**src/rtl/wb_arbiter2.sv**
```systemverilog
// Two-master to one-slave pipelined Wishbone arbiter with per-grant outstanding-request tracking.
// Define WB_ARB_ROUND_ROBIN_EN for round-robin tie-breaking; default build is fixed priority (master 0).
module wb_arbiter2 #(
    parameter int ADDRESS_WIDTH   = 10,
    parameter int DATA_WIDTH      = 32,
    parameter int MAX_OUTSTANDING = 4
) (
    input  logic                      i_clk,
    input  logic                      i_rst_n,
    input  logic                      i_wbm0_cyc,
    input  logic                      i_wbm0_stb,
    input  logic                      i_wbm0_we,
    input  logic [ADDRESS_WIDTH-1:0]  i_wbm0_adr,
    input  logic [DATA_WIDTH-1:0]     i_wbm0_dat,
    input  logic [DATA_WIDTH/8-1:0]   i_wbm0_sel,
    output logic                      o_wbm0_stall,
    output logic                      o_wbm0_ack,
    output logic [DATA_WIDTH-1:0]     o_wbm0_dat,
    input  logic                      i_wbm1_cyc,
    input  logic                      i_wbm1_stb,
    input  logic                      i_wbm1_we,
    input  logic [ADDRESS_WIDTH-1:0]  i_wbm1_adr,
    input  logic [DATA_WIDTH-1:0]     i_wbm1_dat,
    input  logic [DATA_WIDTH/8-1:0]   i_wbm1_sel,
    output logic                      o_wbm1_stall,
    output logic                      o_wbm1_ack,
    output logic [DATA_WIDTH-1:0]     o_wbm1_dat,
    output logic                      o_wbs_cyc,
    output logic                      o_wbs_stb,
    output logic                      o_wbs_we,
    output logic [ADDRESS_WIDTH-1:0]  o_wbs_adr,
    output logic [DATA_WIDTH-1:0]     o_wbs_dat,
    output logic [DATA_WIDTH/8-1:0]   o_wbs_sel,
    input  logic                      i_wbs_stall,
    input  logic                      i_wbs_ack,
    input  logic [DATA_WIDTH-1:0]     i_wbs_dat,
    output logic [1:0]                o_grant
);

    localparam int CNT_WIDTH = $clog2(MAX_OUTSTANDING + 1);
    localparam logic [CNT_WIDTH-1:0] CNT_MAX = CNT_WIDTH'(MAX_OUTSTANDING);

    typedef enum logic [1:0] {
        IDLE   = 2'd0,
        GRANT0 = 2'd1,
        GRANT1 = 2'd2
    } state_t;

    state_t                 r_state;
    logic [1:0]             r_grant;
    logic [CNT_WIDTH-1:0]   r_cnt;
    logic [CNT_WIDTH-1:0]   w_cnt_nxt;
    logic                   w_g0;
    logic                   w_g1;
    logic                   w_stall;
    logic                   w_ack;
    logic                   w_accept;
    logic                   w_tie_m0;

`ifdef WB_ARB_ROUND_ROBIN_EN
    // r_last = 1 means master 1 held the most recent grant, so master 0 wins the next tie.
    logic                   r_last;
    assign w_tie_m0 = r_last;
`else
    assign w_tie_m0 = 1'b1;
`endif

    assign w_g0     = (r_state == GRANT0);
    assign w_g1     = (r_state == GRANT1);
    assign w_stall  = i_wbs_stall | (r_cnt == CNT_MAX);
    assign w_ack    = i_wbs_ack & (r_cnt != '0);
    assign w_accept = o_wbs_stb & ~w_stall;

    assign o_wbs_cyc = (w_g0 & i_wbm0_cyc) | (w_g1 & i_wbm1_cyc);
    assign o_wbs_stb = (w_g0 & i_wbm0_stb) | (w_g1 & i_wbm1_stb);
    assign o_wbs_we  = w_g1 ? i_wbm1_we  : i_wbm0_we;
    assign o_wbs_adr = w_g1 ? i_wbm1_adr : i_wbm0_adr;
    assign o_wbs_dat = w_g1 ? i_wbm1_dat : i_wbm0_dat;
    assign o_wbs_sel = w_g1 ? i_wbm1_sel : i_wbm0_sel;

    assign o_wbm0_stall = w_g0 ? w_stall : 1'b1;
    assign o_wbm1_stall = w_g1 ? w_stall : 1'b1;
    assign o_wbm0_ack   = w_g0 & w_ack;
    assign o_wbm1_ack   = w_g1 & w_ack;
    assign o_wbm0_dat   = i_wbs_dat;
    assign o_wbm1_dat   = i_wbs_dat;
    assign o_grant      = r_grant;

    always_comb begin
        w_cnt_nxt = r_cnt;
        if (w_accept && !w_ack) begin
            w_cnt_nxt = r_cnt + 1'b1;
        end else if (!w_accept && w_ack) begin
            w_cnt_nxt = r_cnt - 1'b1;
        end
    end

    // Dropping cyc aborts the grant's outstanding requests, so the counter is cleared on every exit.
    always_ff @(posedge i_clk or negedge i_rst_n) begin
        if (!i_rst_n) begin
            r_state <= IDLE;
            r_grant <= 2'b00;
            r_cnt   <= '0;
`ifdef WB_ARB_ROUND_ROBIN_EN
            r_last  <= 1'b1;
`endif
        end else begin
            case (r_state)
                IDLE: begin
                    r_cnt <= '0;
                    if (i_wbm0_cyc && (!i_wbm1_cyc || w_tie_m0)) begin
                        r_state <= GRANT0;
                        r_grant <= 2'b01;
`ifdef WB_ARB_ROUND_ROBIN_EN
                        r_last  <= 1'b0;
`endif
                    end else if (i_wbm1_cyc) begin
                        r_state <= GRANT1;
                        r_grant <= 2'b10;
`ifdef WB_ARB_ROUND_ROBIN_EN
                        r_last  <= 1'b1;
`endif
                    end
                end
                GRANT0: begin
                    if (!i_wbm0_cyc) begin
                        r_cnt <= '0;
                        if (i_wbm1_cyc) begin
                            r_state <= GRANT1;
                            r_grant <= 2'b10;
`ifdef WB_ARB_ROUND_ROBIN_EN
                            r_last  <= 1'b1;
`endif
                        end else begin
                            r_state <= IDLE;
                            r_grant <= 2'b00;
                        end
                    end else begin
                        r_cnt <= w_cnt_nxt;
                    end
                end
                GRANT1: begin
                    if (!i_wbm1_cyc) begin
                        r_cnt <= '0;
                        if (i_wbm0_cyc) begin
                            r_state <= GRANT0;
                            r_grant <= 2'b01;
`ifdef WB_ARB_ROUND_ROBIN_EN
                            r_last  <= 1'b0;
`endif
                        end else begin
                            r_state <= IDLE;
                            r_grant <= 2'b00;
                        end
                    end else begin
                        r_cnt <= w_cnt_nxt;
                    end
                end
                default: begin
                    r_state <= IDLE;
                    r_grant <= 2'b00;
                    r_cnt   <= '0;
                end
            endcase
        end
    end

endmodule

```
**config.mk**
```make
export PLATFORM = sky130hd
export DESIGN_NAME = wb_arbiter2
export DESIGN_NICKNAME = d
export VERILOG_FILES = /design/src/rtl/wb_arbiter2.sv
export SDC_FILE = /design/constraint.sdc
export NUM_CORES = 1
export LEC_CHECK = 0
export BUFFER_PORTS_ARGS = -buffer_cell sky130_fd_sc_hd__buf_2
export CAP_MARGIN = 20
export CELL_PAD_IN_SITES_DETAIL_PLACEMENT = 0
export CELL_PAD_IN_SITES_GLOBAL_PLACEMENT = 2
export CORE_MARGIN = 2
export CORE_UTILIZATION = 13
export CTS_BUF_LIST = sky130_fd_sc_hd__clkbuf_16
export CTS_CLUSTER_SIZE = 25
export DETAILED_ROUTE_END_ITERATION = 6
export MAX_ROUTING_LAYER = met4
export PLACE_DENSITY_LB_ADDON = 0.12
export REMOVE_ABC_BUFFERS = 1
export SLEW_MARGIN = 30
export SYNTH_ARGS = -nofsm -noshare
export SYNTH_HDL_FRONTEND = slang
export SYNTH_SLANG_ARGS = --single-unit
```
**constraint.sdc**
```tcl
create_clock -name i_clk -period 4.3 [get_ports i_clk]
set_clock_uncertainty 0.2 [all_clocks]
set_input_delay 0.86 -clock i_clk [delete_from_list [all_inputs] [get_ports i_clk]]
set_output_delay 0.86 -clock i_clk [all_outputs]
set_load 0.05 [all_outputs]
```
==> summary.md <==
| Metric | Value |
|---|---|
| Antenna Violating Nets Remaining | 0 |
| Sequential share of the synthesized area | 8.24% |
| Largest net degree at the start of global routing | 43 |
| CTS max path bufs | 2 |
| Pre-antenna DRT Iters | 4 |
| Worst slew pin tran | 0.332 ns |
| Post-route setup slack | 1.21 ns |
| # clock sinks | 5 |
| Mapped cell area | 1520 sq um |
| Via count | 1570 |
| Worst-skew pair later-pin latency | 0.22 ns |
| Port bufs | 156 |
| R2r startpoint | o_grant[0] |
| CTS Buf Count | 3 |
| RSZ-0062 raised after global routing | no |
| Slowest stage delay, CP | 0.40 ns |
| Library cells used by synthesis | 27 |
| Hold Crit Class | in2async |
| Ratio of cells with drive above 1 in the final layout | 82.9% |
| Max Cap Viol | 0 |
| Comb pwr share | 82.2% |
| Most common cell after layout, fill and taps aside | buf_2 |
| FP Rows | 39 |
| Ports | 253 |
| Final WL | 7.62 mm |
| Die width | 112 um |
| Syn Area/Cell | 9.10 sq um |
| Synthesized instance count | 167 |
| Largest delay share family, worst path | buffers and inverters |
| Number of hold violations in the final report | 0 |
| Final Setup Violations | 0 |
| CTS tree | built |
| Commonest non-fill, non-tap cells in the layout | buf_2 (156), mux2_2 (47), inv_1 (7), ha_1 (6) |
| GRT Total Usage | 11.6% |
| Critical Path RT | 3.24 ns |
| Initial Utilization | 13.3% |
| Critical-path cell list | inv_1, ha_2, buf_12, mux2_2, buf_2 |
| Post-detail-place hpwl | 6.54 mm |
| Initial DRC Count | 52 |
| Worst-path fanout max | 42 |
| Finished Layout Cells | 403 |
| FF+latch count, synth | 5 |
| Die Y | 112 um |
| # fillers | 1323 |
| Critical path data arrival time | 2.03 ns |
| Reg clk slew, reported paths | 0.03 ns |
| Minimum clock period | 3.09 ns |
| Total power | 0.00122 W |
| CP bufs+invs | 3 |
| Max-slew violations | 0 |
| Gates resized, CTS repair | 0 |
| WL/cell | 18.9 um |
| Layout Nets | 400 |
| Ys Warns | 0 |
| First-pass GRT wire length | 10.4 mm |
| Startpoint Class | flop |
| Storage cell area | 125 sq um |
| CTS root buffer | clkbuf_16 |
| Switching Fraction | 60.4% |
| Power density over cell area | 586 nW/um^2 |
| Setup slack, reg-to-reg | 2.01 ns |
| Max-slew headroom | 77.9% |
| Drt drc | 0 |
| Internal power | 0.000482 W |
| Reg2reg path depth | 7 |
| Core region area | 11400 sq um |
| Crit share post-route | 71.9% |
| P_leak | 1.08 nW |
| Sw power | 0.000734 W |
| CTS H-Tree Depth | 1 |
| Initial antenna violation count | 1 |
| Setup TNS Final | 0 ns |
| Multi-input gate area | 860 sq um |
| Worst slack, placed | 1.42 ns |
| Crit-path slowest cell | dfrtp_1 |
| Routability-driven placement congestion ratio | 0.687 |
| Seq pwr share | 5.6% |
| VDD IR-drop max | 167 uV |
| Fmax achieved | 323 MHz |
| Area growth syn-to-layout | 36.6% |
| R2r endpoint | r_cnt[2] |
| Status | complete, no violations |
| Setup CP Type | reg2out |
| Vias per cell | 3.90 |
| # placed instances | 397 |
| Grt ovf | 0 |
| Hold_buf cts | 0 |
| Vias in the first global route | 1679 |
| Crit. End Element | primary output |
| Die area | 12600 sq um |
| Proportion of power drawn by the clock network | 12.2% |
| # Post-CTS Setup Buffers | 0 |
[registers in the layout, indices dropped and copies added (netlist names)]
signal / count
o_grant: 2
r_cnt: 3
[how the worst max path moves through the flow]
stage	startpoint	to	slack (ns)	cells past startpoint
after global placement	o_grant[0]	o_wbs_dat[15]	1.43	5
after detailed placement	o_grant[0]	o_wbs_dat[15]	1.42	5
after CTS	o_grant[0]	o_wbs_dat[15]	1.18	5
final	o_grant[0]	o_wbs_dat[31]	1.21	5
after floorplan	o_grant[0]	o_wbm1_stall	0.45	3
after global routing	o_grant[0]	o_wbs_dat[15]	1.09	5
[power by group through the flow]
stage               logic (W)  registers (W)  clock network (W)
floorplan            0.000747      0.0000968                  0
finish                0.00100      0.0000682           0.000148
CTS                   0.00101      0.0000688           0.000150
detailed placement    0.00101      0.0000690                  0
global route          0.00105      0.0000706           0.000152
global placement      0.00103      0.0000693                  0
[stage by stage]
| stage | instance area (sq um) | util (%) | hold WS [ns] |
|---|---|---|---|
| floorplan | 1010 | - | 0.364 |
| global placement | 1990 | 17.4 | 0.456 |
| detailed placement | 1990 | 17.4 | 0.471 |
| CTS | 2070 | 18.1 | 0.250 |
| global route | 2070 | 18.1 | 0.254 |
| finish | 2070 | 18.2 | 0.246 |
[cells in the mapped netlist (all sizes together)]
cell type | number | share of area, %
a211oi | 2 | 0.99
nand2 | 6 | 1.6
a21o | 1 | 0.49
xnor3 | 1 | 1.5
o22ai | 1 | 0.41
a2111oi | 1 | 0.99
nor3b | 2 | 1.3
nor4b | 1 | 0.58
nand2b | 1 | 0.91
mux2 | 47 | 35
o21ai | 3 | 0.99
inv | 7 | 1.7
nor2 | 2 | 0.49
nor3 | 1 | 0.33
o2111a | 1 | 0.74
buf | 70 | 34
and3 | 2 | 0.82
a21oi | 2 | 0.66
a22o | 1 | 0.58
o211ai | 2 | 0.99
a22oi | 1 | 1.4
dfrtp | 5 | 8.2
ha | 7 | 5.8
[cell type report]
cell class	instances	share of cell area, %
inverter	7	1.27
multi-input combinational	85	41.4
antenna	2	0.241
clock inverter	1	0.181
timing repair buffer	157	38.6
clock buffer	3	3.62
sequential	5	6.03
tap	143	8.62
[per-layer routing]
| metal | track usage, % | wire [um] | up-vias |
|---|---|---|---|
| li1 | - | - | 695 |
| met5 | - | 0 | - |
| met1 | 13.5 | 3060 | 726 |
| met2 | 16.7 | 3270 | 147 |
| met4 | 1.87 | 34 | 0 |
| met3 | 7.99 | 1250 | 2 |
[cell families (layout without fill, tap and decap cells)]
logic type / after synthesis / count (layout) / synth area share (%)
buffers and inverters: 77 / 168 / 35.3
adders and majority gates: 7 / 7 / 5.77
xor gates and xnor gates: 1 / 1 / 1.48
DFF: 5 / 5 / 8.24
muxes: 47 / 47 / 34.8
and+or+nand+nor: 15 / 15 / 6.10
AOI/OAI and AO/OA: 15 / 15 / 8.24
other: 0 / 2 / 0
Power figures use the tool's default switching activity.
